==> src/rtl/subtractor_arbiter.sv <==
// Round-robin arbiter that time-shares one external subtractor among N_REQ
// token producers: grant, apply operands, wait SUB_LATENCY, return the difference.
module subtractor_arbiter #(
  parameter int N_REQ       = 4,
  parameter int DATA_W      = 16,
  parameter int SUB_LATENCY = 1,
  parameter int ID_W        = 2
) (
  input  logic                    clk,
  input  logic                    reset,
  input  logic [N_REQ-1:0]        req,
  input  logic [N_REQ*DATA_W-1:0] opa_bus,
  input  logic [N_REQ*DATA_W-1:0] opb_bus,
  output logic [N_REQ-1:0]        ack,
  output logic [DATA_W-1:0]       result,
  output logic                    result_valid,
  output logic [ID_W-1:0]         result_id,
  output logic                    busy,
  output logic [DATA_W-1:0]       sub_entry_1,
  output logic [DATA_W-1:0]       sub_entry_2,
  input  logic [DATA_W-1:0]       sub_output_1
);

  localparam logic [1:0] S_IDLE = 2'd0;
  localparam logic [1:0] S_WAIT = 2'd1;
  localparam logic [1:0] S_DONE = 2'd2;

  logic [1:0]        state_q, state_d;
  logic [ID_W-1:0]   rr_ptr_q, rr_ptr_d;
  logic [3:0]        cnt_q, cnt_d;
  logic [N_REQ-1:0]  ack_q, ack_d;
  logic [DATA_W-1:0] result_q, result_d;
  logic              result_valid_q, result_valid_d;
  logic [ID_W-1:0]   result_id_q, result_id_d;
  logic [DATA_W-1:0] sub_entry_1_q, sub_entry_1_d;
  logic [DATA_W-1:0] sub_entry_2_q, sub_entry_2_d;
  logic [ID_W-1:0]   sel_idx;

  logic [DATA_W-1:0] opa_arr [N_REQ];
  logic [DATA_W-1:0] opb_arr [N_REQ];

  for (genvar i = 0; i < N_REQ; i++) begin : g_slice
    assign opa_arr[i] = opa_bus[i*DATA_W +: DATA_W];
    assign opb_arr[i] = opb_bus[i*DATA_W +: DATA_W];
  end

  // Scan offsets high-to-low so the set bit closest to rr_ptr wins.
  always_comb begin : pick
    logic [ID_W:0]   sum;
    logic [ID_W-1:0] idx;
    sum     = '0;
    idx     = '0;
    sel_idx = '0;
    for (int off = N_REQ - 1; off >= 0; off--) begin
      sum = {1'b0, rr_ptr_q} + (ID_W+1)'(off);
      if (sum >= (ID_W+1)'(N_REQ)) sum = sum - (ID_W+1)'(N_REQ);
      idx = sum[ID_W-1:0];
      if (req[idx]) sel_idx = idx;
    end
  end

  always_comb begin
    state_d        = state_q;
    rr_ptr_d       = rr_ptr_q;
    cnt_d          = cnt_q;
    ack_d          = '0;
    result_d       = result_q;
    result_valid_d = 1'b0;
    result_id_d    = result_id_q;
    sub_entry_1_d  = sub_entry_1_q;
    sub_entry_2_d  = sub_entry_2_q;
    case (state_q)
      S_IDLE: begin
        if (|req) begin
          result_id_d   = sel_idx;
          sub_entry_1_d = opa_arr[sel_idx];
          sub_entry_2_d = opb_arr[sel_idx];
          cnt_d         = 4'(SUB_LATENCY);
          state_d       = S_WAIT;
        end
      end
      S_WAIT: begin
        cnt_d = cnt_q - 4'd1;
        if (cnt_q == 4'd1) begin
          result_d = sub_output_1;
          state_d  = S_DONE;
        end
      end
      S_DONE: begin
        // Strobes are registered, so they appear in the IDLE cycle that follows.
        ack_d[result_id_q] = 1'b1;
        result_valid_d     = 1'b1;
        rr_ptr_d = (result_id_q == ID_W'(N_REQ - 1)) ? '0 : result_id_q + 1'b1;
        state_d  = S_IDLE;
      end
      default: state_d = S_IDLE;
    endcase
  end

  always_ff @(posedge clk) begin
    if (reset) begin
      state_q        <= S_IDLE;
      rr_ptr_q       <= '0;
      cnt_q          <= '0;
      ack_q          <= '0;
      result_q       <= '0;
      result_valid_q <= 1'b0;
      result_id_q    <= '0;
      sub_entry_1_q  <= '0;
      sub_entry_2_q  <= '0;
    end else begin
      state_q        <= state_d;
      rr_ptr_q       <= rr_ptr_d;
      cnt_q          <= cnt_d;
      ack_q          <= ack_d;
      result_q       <= result_d;
      result_valid_q <= result_valid_d;
      result_id_q    <= result_id_d;
      sub_entry_1_q  <= sub_entry_1_d;
      sub_entry_2_q  <= sub_entry_2_d;
    end
  end

  assign ack          = ack_q;
  assign result       = result_q;
  assign result_valid = result_valid_q;
  assign result_id    = result_id_q;
  assign busy         = (state_q != S_IDLE);
  assign sub_entry_1  = sub_entry_1_q;
  assign sub_entry_2  = sub_entry_2_q;

endmodule
==> config.mk <==
export PLATFORM = sky130hd
export DESIGN_NAME = subtractor_arbiter
export DESIGN_NICKNAME = d
export VERILOG_FILES = /design/src/rtl/subtractor_arbiter.sv
export SDC_FILE = /design/constraint.sdc
export NUM_CORES = 1
export LEC_CHECK = 0
export CAP_MARGIN = 20
export CORE_MARGIN = 10
export CORE_UTILIZATION = 38
export DETAILED_ROUTE_END_ITERATION = 10
export PLACE_DENSITY = 0.8
export SLEW_MARGIN = 20
export SYNTH_ARGS = -nofsm -noshare
export SYNTH_HDL_FRONTEND = slang
export SYNTH_SLANG_ARGS = --single-unit
==> constraint.sdc <==
create_clock -name clk -period 2.45 [get_ports clk]
set_clock_uncertainty 0.1 [all_clocks]
set_input_delay 0.245 -clock clk [delete_from_list [all_inputs] [get_ports clk]]
set_output_delay 0.245 -clock clk [all_outputs]
set_load 0.1 [all_outputs]
* Word level (Yosys, flattened, before mapping)
Cells that the tools add are included.
** Cells by class
- $lt $le $gt $ge :: 11
- Muxes and demuxes :: 31
- Equality and inequality tests :: 6
- Reduce and logical (&&, ||, !) cells :: 10
- $add $sub $neg :: 9
- Bitwise gates (word level) :: 2
** Operators by type and width (count)
- $bmux W16 S2 :: 2
- $mux W16 :: 4
- $mux W2 :: 11
- $lt A2 B3 Y1 const B :: 5
- $ge A3 B3 Y1 const B :: 4
- $bmux W1 S2 :: 4
- $pmux W4 S2 :: 1
- $reduce_and A2 Y1 :: 4
- $sub A2 B1 Y2 const B :: 4
- $add A2 B2 Y3 const B :: 2
- $mux W1 :: 6
- $eq A2 B2 Y1 const B :: 2
- $eq A4 B1 Y1 const B :: 1
- $mux W4 :: 1
- $ne A2 B2 Y1 const B :: 2
- $pmux W2 S2 :: 1
- $reduce_bool A2 Y1 :: 2
- $reduce_or A4 Y1 :: 1
- $sub A4 B1 Y4 const B :: 1
- $add A2 B1 Y3 const B :: 1
- $ge A2 B3 Y1 const B :: 1
- $not A2 Y3 :: 1
- $add A2 B1 Y2 const B :: 1
- $demux W1 S2 :: 1
- 6 further kinds :: 6
** Word-level totals
- Input bits :: 150
- Output and inout port bits :: 56
- Register bits after elaboration :: 63

* Longest topological paths before layout
Gate-level depths: netlist of the first run.
- Depth after elaboration :: 13
- Mapped depth :: 7

* Worst setup path before layout of the first run
Ideal clock, no wire load.
- Kind :: reg-to-reg
- From :: register state_q[0]
- To :: register sub_entry_1_q[0], in the netlist sub_entry_1[0]
- Setup slack :: 0.433 ns
- Data arrival time :: 1.843 ns
- Clock period less this slack :: 2.017 ns
- Path buffers :: 1
- Cell stages (with the launch flop) :: 6
- Cell sequence :: dfxtp_1 -> or2_2 -> or2_1 -> or3_4 -> buf_6 -> o211ai_2
** Between the ends
- Word-level cells in the longest chain between the ends :: 2
** Ends and longest elaborated chain
- from (decl) :: RTL line 28 : logic [1:0] state_q, state_d;
- from (signal assigned) :: RTL line 112 : state_q <= state_d;
- $logic_not A2 Y1 :: RTL line 72 : case (state_q)
- $reduce_and A2 Y1 (no source line)
- to (signal assigned) :: RTL line 119 : sub_entry_1_q <= sub_entry_1_d;
- to (decl) :: RTL line 35 : logic [DATA_W-1:0] sub_entry_1_q, sub_entry_1_d;
Every way passes these cells.
A chain may end at the register's enable or synchronous reset.

* Final worst setup path of the first run
- From :: input port req[1]
- To :: register sub_entry_2_q[15], in the netlist sub_entry_2[15]
** Between the ends
- Word-level cells in the longest chain between the ends :: 10
- Elaborated cells on any way between the ends :: 18
- Classes of those cells :: mux: 15; bitwise: 1; reduce/logical: 2
** Ends and longest elaborated chain
- from (decl) :: RTL line 11 : input logic [N_REQ-1:0] req,
- $bmux W1 S2 :: RTL line 58 : if (req[idx]) sel_idx = idx;
- $mux W1 (not written as such) :: RTL line 58
- $mux W2 (4 in a row) :: RTL line 58
- $not A2 Y3 (not written as such) :: RTL line 77 : sub_entry_2_d = opb_arr[sel_idx];
- $bmux W16 S2 :: RTL line 77
- $mux W16 (not written as such) (2 in a row) :: RTL line 77
- to (signal assigned) :: RTL line 120 : sub_entry_2_q <= sub_entry_2_d;
- to (decl) :: RTL line 36 : logic [DATA_W-1:0] sub_entry_2_q, sub_entry_2_d;
Parallel ways exist; a longest one is shown, timed or not. The select of a mux whose other input is x is not followed.

==> metrics.txt, run 1 <==
Row Count 35; Yosys top cell by area dfxtp_1; total grt overflow 0; iteration-0 DRC count of the detailed router 143; drt total wl 13.4 mm; post-placement cell count 701; RSZ-0062 raised after global routing false; Worst-Margin Slew 0.641 ns; area taken by multi-input logic gates 0.00207 sq mm; Most used DFF post-synth dfxtp_1; met1 Use GR 20.5%; register area 0.00126 sq mm; Top delay family on crit path compound AO/OA/AOI/OAI gates; Synth top cells by count nand2_1, dfxtp_1, mux2i_1, a21boi_0, and3_1; worst hold path class in -> reg; post-DP HPWL 10.6 mm; synthesized net count 559; Power Total 0.00375 W; slowest library cell on the worst path clkdlybuf4s50_1; CTS Hold Bufs 0; main area contributors after synthesis dfxtp_1, o211ai_2, mux2i_1, nand2_1, a21boi_0; Comb power frac 43.1%; Fillers 789; CP Data Required Time 2.55 ns; number of detailed-route iterations in the first pass 4; Slew headroom 57.1%; Min Clock Period, post-route 2.08 ns; Clock transition at path regs 0.08 ns; diode count 0; die area 0.0135 sq mm; Core Area 0.00911 sq mm; Pint 0.00216 W; Max Buffers Root-to-Sink 2; GRT busiest layer met2; pre-CTS setup slack 0.00888 ns; fmax 482 MHz; GR Util met2 33.1%; Die W 116 um; Post-synth EDFFs 0; Clock power frac 25.1%; fin crit share 84.8%; Post-DRT Antenna Nets 0; pwr/cell area 650 mW/mm^2; I/O Buffers 205; Yosys warning count 0; Seq/Total Area, Yosys 35.8%; die height 116 um; global placement routability congestion 0.847; crit start category input pin; share of power burned in registers 31.9%; post-route setup slack 0.373 ns; initial antenna violation count 0; Final TNS setup 0 ns; Critical Path AT 2.18 ns; post-route insts no fill 717; WP buf/inv 1; Worst-Skew Late Latency 0.34 ns; Fin. Hold Viols 0; routed len/inst 18.7 um; Static Leak 2.43 nW; async set or reset register ratio after synthesis 0%; crit-path cells clkdlybuf4s50_1 > nor2b_2 > a221o_1 > and2_2 > a2111oi_0 > a211oi_1; post-synth cell types 41; most common cell in the netlist nand2_1; run status completed; Switch Pwr 0.00159 W; fin util 63.4%; critical path fanouts, max 4; post-CTS sizing 0; Synth Register Bits 63; setup violators final 0; GR Util All Layers 18.8%; met3 GRT Util 7.76%; Max Transition Viols Final 0; clk sinks 63; syn_area_per_cell 8.73 sq um; # Post-CTS Setup Buffers 0; largest net degree at the start of global routing 62; number of global-route vias before repair 3,721; Vias 3,774; nets@finish 757; area share of the largest cell type after synthesis 35.8%; Gate Count Post-Synth 403; Max-cap violations 0; P&R area growth vs syn 64.1%; CTS buffer count 9; global-route wire length before repair 20.0 mm; Peak VDD IR 403 uV; Crit Path Class in -> reg; Sw Share 42.5%; crit-path max cell delay 0.59 ns; vias per cell 5.26; layout cell share with drive strength beyond 1 20.6%; crit path capture type flip-flop; H-tree depth reported by CTS 3; Mapped Area 0.00352 sq mm; CTS tree built; io pins 206; Clock Root Buffer clkbuf_8; drc violations 0; Initial Util 38.6%
-- state kept, by name, indices dropped and copies added, names as in the netlist --
name          flops
ack               4
cnt_q             4
result           16
result_id         2
result_valid      1
rr_ptr_q          2
state_q           2
sub_entry_1      16
sub_entry_2      16
-- layout make-up --
| type | count | area share [%] |
|---|---|---|
| timing repair buffer | 218 | 36.1 |
| multi-input combinational | 303 | 35.8 |
| sequential | 63 | 21.8 |
| tap | 111 | 2.41 |
| clock buffer | 9 | 2.15 |
| clock inverter | 7 | 1.34 |
| inverter | 6 | 0.390 |
-- power groups by stage --
| stage | registers [W] | logic [W] | clock network, W |
|---|---|---|---|
| 6_report | 0.00120 | 0.00162 | 0.000940 |
| 5_1_grt | 0.00121 | 0.00170 | 0.00100 |
| 3_5_place_dp | 0.00122 | 0.00162 | 0 |
| 2_1_floorplan | 0.00189 | 0.000423 | 0 |
| 3_3_place_gp | 0.00121 | 0.00160 | 0 |
| 4_1_cts | 0.00120 | 0.00163 | 0.000966 |
-- final timing paths --
path	cells after the start	from	slack, ns	to
max	6	req[1]	0.37	sub_entry_2[15]$_SDFFE_PP0P_
min	3	sub_output_1[7]	0.34	result[7]$_SDFFE_PP0P_
max reg2reg	5	rr_ptr_q[1]$_SDFFE_PP0P_	0.43	sub_entry_2[15]$_SDFFE_PP0P_
min reg2reg	2	result[12]$_SDFFE_PP0P_	0.36	result[12]$_SDFFE_PP0P_
-- layout by cell type (no fill, tap or decap), drive strengths merged, types with 16 or more instances in the layout --
cell type / n
dfxtp: 63
and3: 31
clkdlybuf4s50: 149
a21boi: 33
nor2: 16
mux2i: 33
buf: 69
o211ai: 30
a21oi: 22
nand2: 67
o21ai: 33
-- per-layer routing --
layer	vias to the layer above	routed length (um)
met5	-	0
met4	0	175
met3	14	1530
met2	150	6550
met1	1780	5120
li1	1830	-
-- logic make-up (layout without fill, tap and decap cells) --
logic type               after synthesis  in the layout  synth area share (%)
flip-flops                            63             63                  35.8
AO/OA/AOI/OAI                        129            129                  28.0
buffers and inverters                 37            240                  5.90
multiplexers                          34             34                  9.71
AND/OR/NAND/NOR                      134            134                  18.4
adder cells (fa/ha/maj)                6              6                  2.13
-- worst reg2reg max path, cell delays in order, from the launching register on --
cell and delay, ns:
dfxtp_1 0.42, nand2_1 0.07, a221o_1 0.40, and2_2 0.26, a2111oi_0 0.55, a211oi_1 0.09
-- metrics by stage --
step | area [sq um] | hold slack [ns]
2_1_floorplan | 3520 | 0.247
3_3_place_gp | 5570 | 0.343
3_5_place_dp | 5570 | 0.351
4_1_cts | 5770 | 0.329
5_1_grt | 5770 | 0.336
6_report | 5770 | 0.345
No activity file was read; power rests on OpenSTA's default activity.
==> run 2: changes to the inputs <==
Clock period 2.45 ns to 2.1 ns, I/O delays scaled along.
==> run 2 against run 1 <==
  * Clock-buffer cell count rose by 1
  * Sequential cell count unchanged
  * Combinational power rose by 20%
  * Die area stayed put
  * Setup slack got worse by 0.25 ns
  * Critical path type is now reg -> reg
==> metrics.txt, run 2 (synthesis gave the netlist of run 1 again) <==
clk sinks 63; GR Util All Layers 19.5%; CP Data Required Time 2.22 ns; die area 0.0135 sq mm; Clock Root Buffer clkbuf_8; register area 0.00126 sq mm; Worst-Skew Late Latency 0.35 ns; fin util 65.5%; pre-CTS setup slack -0.320 ns; global placement routability congestion 0.831; setup violators final 0; CTS buffer count 9; number of global-route vias before repair 3,847; crit path capture type flip-flop; RSZ-0062 raised after global routing false; Comb power frac 43.7%; Fillers 767; Static Leak 2.53 nW; Max Transition Viols Final 0; Switch Pwr 0.00186 W; Vias 3,796; WHS 0.304 ns; fin crit share 94.3%; Fin. Hold Viols 0; pwr/cell area 746 mW/mm^2; total grt overflow 0; initial antenna violation count 0; Max-cap violations 0; Crit Path Class reg -> reg; Peak VDD IR 421 uV; Worst-Margin Slew 0.383 ns; iteration-0 DRC count of the detailed router 148; Die W 116 um; routed len/inst 18.3 um; drt total wl 13.5 mm; diode count 0; Critical Path AT 2.10 ns; Sw Share 41.8%; P&R area growth vs syn 69.4%; Core Area 0.00911 sq mm; crit start category flip-flop; Power Total 0.00445 W; Pint 0.00259 W; Min Clock Period, post-route 1.98 ns; Post-DRT Antenna Nets 0; drc violations 0; Clock power frac 24.9%; share of power burned in registers 31.4%; Initial Util 38.6%; global-route wire length before repair 20.7 mm; vias per cell 5.18; commonest non-fill, non-tap cell in the layout clkdlybuf4s50_1; fmax 505 MHz; H-tree depth reported by CTS 3; nets@finish 773; Row Count 35; R2R Setup Slk 0.12 ns; Clock transition at path regs 0.07 ns; critical path fanouts, max 13; worst hold path class in -> reg; post-DP HPWL 11.0 mm; io pins 206; Slew headroom 74.2%; die height 116 um; commonest non-fill, non-tap cells in the layout clkdlybuf4s50_1, buf_4, nand2_1; run status completed; I/O Buffers 205; number of detailed-route iterations in the first pass 4; layout cell share with drive strength beyond 1 23.0%; Max Buffers Root-to-Sink 2; CTS tree built; post-route setup slack 0.120 ns; largest net degree at the start of global routing 51; area taken by multi-input logic gates 0.00208 sq mm
## run 2: routing by layer
layer	up-vias	global-route usage [%]	routed length, um
li1	1863	-	-
met1	1756	21.5	5270
met2	155	33.8	6460
met3	22	6.88	1420
met4	0	7.34	295
met5	-	0	0
## run 2: critical path, stage by stage (launching register included)
cell and delay [ns]:
dfxtp_1 0.42, nand2_1 0.10, a221o_1 0.42, and2_2 0.27, buf_12 0.17, mux2i_1 0.27
o211ai_2 0.10
## run 2: layout make-up
type	count	area share, %
flip-flops and latches	63	21.2
clock buffers	10	2.31
clock inverters	6	1.15
well taps	111	2.33
multi-input cells	303	34.9
repair buffers	234	37.8
inverters	6	0.378
## run 2: per-stage QoR
step	cells	instance area [sq um]	TNS (ns)
finish	733	5960	0
global route	733	5960	0
CTS	733	5950	0
detailed placement	717	5740	-3.64
global placement	717	5740	-2.31
floorplan	403	3520	0
## run 2: worst paths after layout
kind                                                from                           to  depth (start not counted)
worst min register to register   result[14]$_SDFFE_PP0P_      result[14]$_SDFFE_PP0P_                          2
worst max-delay path            rr_ptr_q[1]$_SDFFE_PP0P_  sub_entry_1[9]$_SDFFE_PP0P_                          6
worst min-delay path                     sub_output_1[9]       result[9]$_SDFFE_PP0P_                          3
worst max register to register  rr_ptr_q[1]$_SDFFE_PP0P_  sub_entry_1[9]$_SDFFE_PP0P_                          6
## run 2: what timing repair did
item | 4_1_cts | 5_1_grt
buffers inserted | 0 | 0
setup endpoints to repair | 2 | 3
pin swaps | 0 | 0
hold buffers | 0 | 0
gates resized for setup | 2 | 3
## run 2: power by group through the flow
stage,registers (W),clock network [W],logic (W)
2_1_floorplan,0.00220,0,0.000493
3_3_place_gp,0.00142,0,0.00192
3_5_place_dp,0.00142,0,0.00194
4_1_cts,0.00140,0.00113,0.00195
5_1_grt,0.00141,0.00119,0.00204
6_report,0.00140,0.00111,0.00194
